### src/rtl/mem_trace_capture_if.sv
// Trace capture bus: datapath write strobes in, buffered trace records and status out.
interface mem_trace_capture_if #(
  parameter int unsigned DEPTH = 8
);
  logic                     capture_en;
  logic                     MemWrite;
  logic [31:0]              PC_out;
  logic [31:0]              mem_data;
  logic                     rec_valid;
  logic                     rec_ready;
  logic [31:0]              rec_pc;
  logic [31:0]              rec_data;
  logic [$clog2(DEPTH):0]   fifo_count;
  logic                     overflow;
  logic [15:0]              drop_count;
  logic                     halt_req;

  modport master (
    output capture_en, MemWrite, PC_out, mem_data, rec_ready,
    input  rec_valid, rec_pc, rec_data, fifo_count, overflow, drop_count, halt_req
  );

  modport slave (
    input  capture_en, MemWrite, PC_out, mem_data, rec_ready,
    output rec_valid, rec_pc, rec_data, fifo_count, overflow, drop_count, halt_req
  );
endinterface

### src/rtl/mem_trace_capture.sv
// Captures {PC, data} of memory writes into a FIFO until the PC passes PC_LIMIT,
// then drains the FIFO and raises halt_req.
module mem_trace_capture #(
  parameter int unsigned DEPTH    = 8,
  parameter logic [31:0] PC_LIMIT = 32'h84
) (
  input logic                clk,
  input logic                reset,
  mem_trace_capture_if.slave bus
);
  localparam int unsigned AW = $clog2(DEPTH);
  localparam int unsigned CW = AW + 1;

  typedef enum logic [1:0] {StRun, StDrain, StDone} state_e;

  state_e          state_q, state_d;
  logic [63:0]     mem_q [DEPTH];
  logic [AW-1:0]   wr_ptr_q, rd_ptr_q;
  logic [CW-1:0]   count_q, count_d;
  logic            overflow_q;
  logic [15:0]     drop_count_q;
  logic            over_limit, capture, pop, full, push, drop;

  always_comb begin
    over_limit = bus.PC_out > PC_LIMIT;
    capture    = (state_q == StRun) && bus.capture_en && bus.MemWrite && !over_limit;
    pop        = (count_q != '0) && bus.rec_ready;
    full       = (count_q == CW'(DEPTH));
    // A full FIFO still accepts a record when the head leaves in the same cycle.
    push       = capture && (!full || pop);
    drop       = capture && full && !pop;
    count_d    = count_q;
    if (push && !pop) begin
      count_d = count_q + CW'(1);
    end else if (pop && !push) begin
      count_d = count_q - CW'(1);
    end
  end

  always_comb begin
    state_d = state_q;
    unique case (state_q)
      StRun:   if (over_limit) state_d = StDrain;
      // No pushes in drain, so count_d is zero exactly when empty or emptied by this pop.
      StDrain: if (count_d == '0) state_d = StDone;
      StDone:  state_d = StDone;
      default: state_d = StRun;
    endcase
  end

  always_ff @(posedge clk) begin
    if (!reset) begin
      state_q      <= StRun;
      wr_ptr_q     <= '0;
      rd_ptr_q     <= '0;
      count_q      <= '0;
      overflow_q   <= 1'b0;
      drop_count_q <= '0;
    end else begin
      state_q <= state_d;
      count_q <= count_d;
      if (push) wr_ptr_q <= wr_ptr_q + AW'(1);
      if (pop)  rd_ptr_q <= rd_ptr_q + AW'(1);
      if (drop) begin
        overflow_q <= 1'b1;
        if (drop_count_q != 16'hFFFF) drop_count_q <= drop_count_q + 16'd1;
      end
    end
  end

  always_ff @(posedge clk) begin
    if (reset && push) mem_q[wr_ptr_q] <= {bus.PC_out, bus.mem_data};
  end

  assign bus.rec_valid  = (count_q != '0);
  assign bus.rec_pc     = bus.rec_valid ? mem_q[rd_ptr_q][63:32] : 32'h0;
  assign bus.rec_data   = bus.rec_valid ? mem_q[rd_ptr_q][31:0]  : 32'h0;
  assign bus.fifo_count = count_q;
  assign bus.overflow   = overflow_q;
  assign bus.drop_count = drop_count_q;
  assign bus.halt_req   = (state_q == StDone);
endmodule

### src/flat_wrapper.sv
// flat-port wrapper written by rule: the top's interface ports become plain ports
module mem_trace_capture_flat 
#(
  parameter int unsigned DEPTH    = 8,
  parameter logic [31:0] PC_LIMIT = 32'h84
)
  (clk, reset, bus_capture_en, bus_MemWrite, bus_PC_out, bus_mem_data, bus_rec_ready, bus_rec_valid, bus_rec_pc, bus_rec_data, bus_fifo_count, bus_overflow, bus_drop_count, bus_halt_req);
  mem_trace_capture_if #(.DEPTH(DEPTH)) bus_i ();
  input logic clk;
  input logic reset;
  input wire logic [$bits(bus_i.capture_en)-1:0] bus_capture_en;
  input wire logic [$bits(bus_i.MemWrite)-1:0] bus_MemWrite;
  input wire logic [$bits(bus_i.PC_out)-1:0] bus_PC_out;
  input wire logic [$bits(bus_i.mem_data)-1:0] bus_mem_data;
  input wire logic [$bits(bus_i.rec_ready)-1:0] bus_rec_ready;
  output wire logic [$bits(bus_i.rec_valid)-1:0] bus_rec_valid;
  output wire logic [$bits(bus_i.rec_pc)-1:0] bus_rec_pc;
  output wire logic [$bits(bus_i.rec_data)-1:0] bus_rec_data;
  output wire logic [$bits(bus_i.fifo_count)-1:0] bus_fifo_count;
  output wire logic [$bits(bus_i.overflow)-1:0] bus_overflow;
  output wire logic [$bits(bus_i.drop_count)-1:0] bus_drop_count;
  output wire logic [$bits(bus_i.halt_req)-1:0] bus_halt_req;
  assign bus_i.capture_en = bus_capture_en;
  assign bus_i.MemWrite = bus_MemWrite;
  assign bus_i.PC_out = bus_PC_out;
  assign bus_i.mem_data = bus_mem_data;
  assign bus_i.rec_ready = bus_rec_ready;
  assign bus_rec_valid = bus_i.rec_valid;
  assign bus_rec_pc = bus_i.rec_pc;
  assign bus_rec_data = bus_i.rec_data;
  assign bus_fifo_count = bus_i.fifo_count;
  assign bus_overflow = bus_i.overflow;
  assign bus_drop_count = bus_i.drop_count;
  assign bus_halt_req = bus_i.halt_req;
  mem_trace_capture #(.DEPTH(DEPTH), .PC_LIMIT(PC_LIMIT)) u_core (.clk(clk), .reset(reset), .bus(bus_i));
endmodule
### config.mk
export PLATFORM = sky130hd
export DESIGN_NAME = mem_trace_capture_flat
export DESIGN_NICKNAME = d
export VERILOG_FILES = /design/src/rtl/mem_trace_capture_if.sv /design/src/rtl/mem_trace_capture.sv /design/src/flat_wrapper.sv
export SDC_FILE = /design/constraint.sdc
export NUM_CORES = 1
export LEC_CHECK = 0
export ABC_CLOCK_PERIOD_IN_PS = 8290
export CAP_MARGIN = 20
export CORE_ASPECT_RATIO = 0.7
export CORE_MARGIN = 1
export CORE_UTILIZATION = 23
export DETAILED_ROUTE_END_ITERATION = 6
export SYNTH_ARGS = -nofsm -noshare
export SYNTH_HDL_FRONTEND = slang
export SYNTH_SLANG_ARGS = --single-unit
### constraint.sdc
create_clock -name clk -period 8.29 [get_ports clk]
set_clock_uncertainty 0.1 [all_clocks]
set_input_delay 1.658 -clock clk [delete_from_list [all_inputs] [get_ports clk]]
set_output_delay 1.658 -clock clk [all_outputs]
set_load 0.005 [all_outputs]
==> impl_results.md, run 1 <==
- Result of the run: completed
- Port bufs: 155
- Area of the core: 90600 um^2
- Routability-driven placement congestion ratio: 0.708
- Final clock period utilization by the worst path: 66.6%
- Seq cells post-synth: 544
- Clock transition at the registers of the reported paths: 0.06 ns
- Top-level port count: 156
- Arrival time of the worst setup path: 3.76 ns
- Required time of the worst setup path: 6.53 ns
- Synth unique cells: 53
- Vias in the first global route: 10800
- Wire length of the first global-routing pass: 73000 um
- Cells on worst reg2reg path: 9
- Setup TNS after final layout: 0 ns
- Post-cts sizing count: 0
- Worst setup path class: flop to output port
- Number of buffers inserted by hold repair at cts: 0
- Overall power: 7.25 mW
- Number of iterations in the first detailed-routing pass: 4
- Sinks on the clock net: 544
- Clock latency reported for the late side of the worst-skew pair: 0.60 ns
- Total via count in the routed design: 10200
- Final count of hold timing violations: 0
- Unrepaired setup endpoints after global routing: false
- Final ANT Viol Nets: 0
- Synthesized cell area: 21200 um^2
- All-Layer GR Usage: 10.6%
- Post-layout instance count excluding filler cells: 2470
- Number of H-tree levels: 2
- Leak pwr: 7.84 nW
- Worst hold start: u_core.rd_ptr_q[1]
- Maximum number of pins on one net before global-route repair: 67
- Post-placement cell count: 2369
- Number of stages on the worst hold path: 2
- Initial antenna violation count: 9
- Width of the die: 365 um
- Nets in the synthesized netlist: 1096
- Sequential element share of the synthesized area: 75.6%
- Effective utilization at floorplan: 23.4%
- Vertical die dimension: 256 um
- Worst reg2reg startpoint: u_core.bus.fifo_count[0]
- # setup viols final: 0
- Worst supply voltage drop on vdd: 0.144 mV
- Average instance area after synthesis: 20.8 um^2
- Achievable clock frequency: 181 MHz
- Detailed-route wire length per cell: 20.0 um
- Max-cap violations: 0
- Actual slew at the worst max-slew pin: 1.08 ns
- Drt drc: 0
- Signed area change from the synthesized netlist to the final layout: 23.9%
- Capture instance of the worst register-to-register path: u_core.mem_q[2][63]
- Top FF cell, synth: edfxtp_1
- TritonCTS clock tree: built
- Die outline area: 93400 um^2
- TritonCTS Buffers: 54
- Relative slew slack: 28.1%
- Async set-or-reset flop fraction in the synthesized netlist: 0%
- Ratio of routed vias to standard cells: 4.15
- Final HPWL from detailed placement: 30400 um
- Highest-count cells in the layout ignoring fill and taps: edfxtp_1, clkdlybuf4s50_1, mux4_2
- Diodes inserted: 0
- Net count of the finished layout: 1282
- Shortest clock period the worst path allows after layout: 5.52 ns
- Library cell used as clock root buffer: clkbuf_16
- Highest net fanout along the worst path: 36
- Wire length after detailed routing: 49500 um
- Proportion of layout cells with a drive suffix above 1: 21.1%
- Sort of element at the end of the critical path: output port
- Reg-to-reg slack, setup: 4.62 ns
- Std-Cell Rows: 92
- Grt ovf: 0
- Slew Limit Fails: 0
- Type of the most critical hold path: flop to flop
- Most common cell after layout, fill and taps aside: edfxtp_1
- Yosys synthesis warning count: 0
- Post-CTS setup buffer count: 0
- Max clock buf depth: 3
- Startpoint Class: flop
- Power per standard cell area: 276 nW/um^2
- Number of enable flip-flop cells after synthesis: 512
- DR iter-0 viols: 644
- Number of standard cells after synthesis: 1018
## synth_stat cells (all sizes together) (3+ instances only)
master | number | area (um^2)
a21boi | 7 | 56.3
a31oi | 3 | 18.8
and2 | 18 | 114
and3 | 5 | 31.3
buf | 23 | 91.3
clkbuf | 24 | 100
dfxtp | 32 | 641
edfxtp | 512 | 15400
ha | 9 | 113
inv | 9 | 33.8
mux2i | 66 | 661
mux4 | 128 | 2880
nand2 | 16 | 60.1
nand3 | 8 | 40.0
nand4 | 9 | 62.6
nor2 | 73 | 274
nor2b | 3 | 18.8
nor3 | 11 | 60.1
nor4 | 10 | 109
o21ai | 6 | 30.0
or3 | 5 | 31.3
xnor2 | 12 | 105
xor2 | 4 | 35.0
## sequential cells by signal, summed over array words and instances, names as in the netlist, named ones only
register and count:
u_core.wr_ptr_q 3, u_core.bus.overflow 1, u_core.rd_ptr_q 3, u_core.mem_q 512, u_core.bus.drop_count 16, u_core.bus.fifo_count 4, u_core.state_q 2
## power breakdown
part	switching [mW]	internal (mW)
clock network	1.05	1.49
logic	0.722	0.877
registers	0.0894	3.02
## worst max path at each step
stage	cells past startpoint	slack, ns	from	endpoint
floorplan	5	0.40	bus_PC_out[6]	u_core.mem_q[2][0]
global placement	8	2.39	bus_PC_out[16]	u_core.mem_q[1][30]
detailed placement	8	2.35	bus_PC_out[17]	u_core.mem_q[1][30]
CTS	5	2.63	flop	bus_rec_pc[10]
global route	5	2.49	flop	bus_rec_pc[10]
finish	5	2.77	flop	bus_rec_pc[10]
## critical path: stages, from the launching register on
cell             delay, ns
dfxtp_4               0.87
buf_4                 0.63
mux4_2                0.58
mux2i_1               0.47
nor2_1                0.11
clkdlybuf4s50_1       0.47
## layer usage
metal  global-route usage, %  part of all wire [%]
met5                       0                  0.18
met4                    2.49                   1.7
met3                    2.90                   6.4
met2                    16.7                    47
met1                    14.4                    45
## per-stage QoR
stage	hold slack (ns)	utilization [%]	area [um^2]	setup WS [ns]
floorplan	0.367	-	21200	0.398
global placement	0.370	26.8	24300	2.39
detailed placement	0.387	26.9	24400	2.35
CTS	0.396	29.0	26300	2.63
global route	0.438	29.0	26300	2.49
finish	0.391	29.0	26300	2.77
## logic make-up (layout without fill, tap and decap cells)
| group | count (synthesis) | after routing | share of synthesized area (%) |
|---|---|---|---|
| adder cells (fa/ha/maj) | 9 | 9 | 0.531 |
| multiplexers | 195 | 195 | 16.8 |
| AO/OA/AOI/OAI | 28 | 28 | 1.02 |
| flip-flops | 544 | 544 | 75.6 |
| XOR/XNOR | 16 | 16 | 0.661 |
| buffers and inverters | 57 | 287 | 1.11 |
| AND/OR/NAND/NOR | 169 | 169 | 4.34 |
## layout make-up
class	instances	area, um^2
fillers	8843	64300
flip-flops and latches	544	16000
clock buffers	63	1390
multi-input cells	417	5010
repair buffers	178	1820
inverters	9	33.8
well taps	1222	1530
clock inverters	37	469
No activity file was read; power rests on OpenSTA's default activity.
==> run 2: changes to the inputs <==
--- a/config.mk
+++ b/config.mk
@@ -5,7 +5,7 @@
 export SDC_FILE = /design/constraint.sdc
 export NUM_CORES = 1
 export LEC_CHECK = 0
-export ABC_CLOCK_PERIOD_IN_PS = 8290
+export ABC_CLOCK_PERIOD_IN_PS = 5410
 export CAP_MARGIN = 20
 export CORE_ASPECT_RATIO = 0.7
 export CORE_MARGIN = 1
==> constraint.sdc (replaced) <==
create_clock -name clk -period 5.41 [get_ports clk]
set_clock_uncertainty 0.1 [all_clocks]
set_input_delay 1.082 -clock clk [delete_from_list [all_inputs] [get_ports clk]]
set_output_delay 1.082 -clock clk [all_outputs]
set_load 0.005 [all_outputs]
==> run 2 against run 1 <==
Die area stayed put; combinational power is 57% higher; utilization is 0.14 points higher; sequential power is 53% higher; power is 52% higher; final cell count is 0.32% higher; register-to-register slack worse by 2.4 ns; sequential share of layout area is 0.29 points lower; worst hold slack better by 0.0076 ns; global-route usage is 0.090 points lower; largest cell class unchanged.
==> impl_results.md, run 2 (synthesized netlist as in run 1, its figures left out) <==
- Capture instance of the worst register-to-register path: u_core.state_q[0] (was u_core.mem_q[2][63])
- Vertical die dimension: 256 um (unchanged)
- Area of the core: 90600 um^2 (unchanged)
- Post-CTS setup buffer count: 0 (unchanged)
- Sort of element at the end of the critical path: output port (unchanged)
- Net count of the finished layout: 1289 (was 1282)
- Final HPWL from detailed placement: 29800 um (was 30400 um)
- Signed area change from the synthesized netlist to the final layout: 24.5% (was 23.9%)
- Vias in the first global route: 11000 (was 10800)
- Wire length after detailed routing: 48900 um (was 49500 um)
- Finished layout cell area: 26400 um^2 (was 26300 um^2)
- Final clock period utilization by the worst path: 83.9%
- Effective utilization at floorplan: 23.4% (unchanged)
- Cells on worst reg2reg path: 11 (was 9)
- Number of flip-flops under the largest register name: 512 (unchanged)
- Drt drc: 0 (unchanged)
- Power per standard cell area: 418 nW/um^2 (was 276 nW/um^2)
- Max-cap violations: 0 (unchanged)
- Width of the die: 365 um (unchanged)
- Highest net fanout along the worst path: 32 (was 36)
- Worst supply voltage drop on vdd: 0.254 mV (was 0.144 mV)
- Sinks on the clock net: 544 (unchanged)
- Highest-count cells in the layout ignoring fill and taps: edfxtp_1, clkdlybuf4s50_1, mux4_2 (unchanged)
- DR iter-0 viols: 695 (was 644)
- Unrepaired setup endpoints after global routing: false (unchanged)
- Relative slew slack: 32.2% (was 28.1%)
- Achievable clock frequency: 220 MHz
- CP Capture Point: bus_rec_pc[8] (was bus_rec_pc[10])
- Grt ovf: 0 (unchanged)
- Final ANT Viol Nets: 0 (unchanged)
- Die outline area: 93400 um^2 (unchanged)
- Worst reg2reg startpoint: u_core.bus.fifo_count[0] (unchanged)
- Startpoint Class: flop (unchanged)
- Result of the run: completed (unchanged)
- # setup viols final: 0 (unchanged)
- Routability-driven placement congestion ratio: 0.725 (was 0.708)
- Arrival time of the worst setup path: 3.36 ns (was 3.76 ns)
- Clock transition at the registers of the reported paths: 0.06 ns (about the same)
- Proportion of layout cells with a drive suffix above 1: 21.1% (about the same)
- Total via count in the routed design: 10300 (was 10200)
- Max clock buf depth: 3 (unchanged)
- Initial antenna violation count: 10 (was 9)
- Most common cell after layout, fill and taps aside: edfxtp_1 (unchanged)
- Pre-CTS setup slack: 0.758 ns (was 2.35 ns)
- Worst setup path class: flop to output port (unchanged)
- Shortest clock period the worst path allows after layout: 4.54 ns
- Post-cts sizing count: 0 (unchanged)
- Setup TNS after final layout: 0 ns (unchanged)
- Clock latency reported for the late side of the worst-skew pair: 0.62 ns (was 0.60 ns)
- Slew Limit Fails: 0 (unchanged)
- Setup ws final: 0.872 ns (was 2.77 ns)
- Reg-to-reg slack, setup: 2.26 ns (was 4.62 ns)
- Final Hold Slack: 0.399 ns (was 0.391 ns)
- Filler cell count in the final layout: 8826 (was 8843)
- Overall power: 11.0 mW (was 7.25 mW)
- TritonCTS clock tree: built (unchanged)
- Number of iterations in the first detailed-routing pass: 4 (unchanged)
- Number of buffers inserted by hold repair at cts: 0 (unchanged)
- Detailed-route wire length per cell: 19.7 um (was 20.0 um)
- Actual slew at the worst max-slew pin: 1.02 ns (was 1.08 ns)
- Final count of hold timing violations: 0 (unchanged)
- Required time of the worst setup path: 4.23 ns (was 6.53 ns)
- TritonCTS Buffers: 55 (was 54)
- Maximum number of pins on one net before global-route repair: 54 (was 67)
- Largest Register: u_core.mem_q (unchanged)
- Library cell used as clock root buffer: clkbuf_16 (unchanged)
- All-Layer GR Usage: 10.5% (was 10.6%)
- Std-Cell Rows: 92 (unchanged)
- Top-level port count: 156 (unchanged)
- Leak pwr: 7.85 nW (was 7.84 nW)
- Type of the most critical hold path: flop to flop (unchanged)
- Port bufs: 155 (unchanged)
- Area after DPL: 24600 um^2 (was 24400 um^2)
- Ratio of routed vias to standard cells: 4.15 (about the same)
- Wire length of the first global-routing pass: 72900 um (was 73000 um)
- Number of H-tree levels: 2 (unchanged)
[run 2: cell types whose count changed in the layout (fill, tap and decap cells not counted), sizes merged]
cell,before,now
bufinv,9,5
diode,0,2
buf,23,29
clkinv,23,24
inv,11,14
clkinvlp,3,2
clkbuf,63,64
[run 2: how the worst min path moves through the flow]
stage / startpoint / endpoint / slack, ns / depth (start not counted)
6_report: u_core.bus.drop_count[13] / u_core.bus.drop_count[13] / 0.40 / 2
5_1_grt: u_core.bus.overflow / u_core.bus.overflow / 0.43 / 2
4_1_cts: u_core.bus.drop_count[13] / u_core.bus.drop_count[13] / 0.40 / 2
3_5_place_dp: u_core.bus.overflow / u_core.bus.overflow / 0.39 / 2
3_3_place_gp: u_core.rd_ptr_q[1] / flop / 0.37 / 2
2_1_floorplan: u_core.rd_ptr_q[1] / flop / 0.37 / 2
[run 2: area by class of cell]
cell class	instances	area [um^2]	area share [%]
tap	1222	1530	5.79
antenna	2	5.00	0.0190
timing repair buffer	184	1990	7.55
multi-input combinational	417	5020	19.0
clock buffer	64	1430	5.42
sequential	544	16000	60.7
clock inverter	36	359	1.36
inverter	9	33.8	0.128
[run 2: per-stage QoR]
step                instances  util, %
global placement         2376     27.2
detailed placement       2376     27.2
CTS                      2476     29.1
floorplan                1018        -
global route             2477     29.1
finish                   2478     29.1
[run 2: critical path: stages, from the launching register on]
cell and delay, ns:
dfxtp_4 0.74, buf_12 0.35, mux4_2 0.54, mux2i_1 0.50, nor2_1 0.10, clkdlybuf4s50_1 0.47
[run 2: layer usage]
metal  vias to the layer above  routed length (um)  GRT usage [%]
met5                         -                  63              0
met4                        10                 884           2.81
met3                        65                3150           3.07
met2                       226               22300           16.2
met1                      5420               22500           14.3
li1                       4566                   -              -
[run 2: where the power goes]
part	internal (mW)	switching [mW]	total, mW
clock network	2.15	1.62	3.77
registers	4.63	0.127	4.76
logic	1.37	1.13	2.51
total	8.15	2.88	11.0
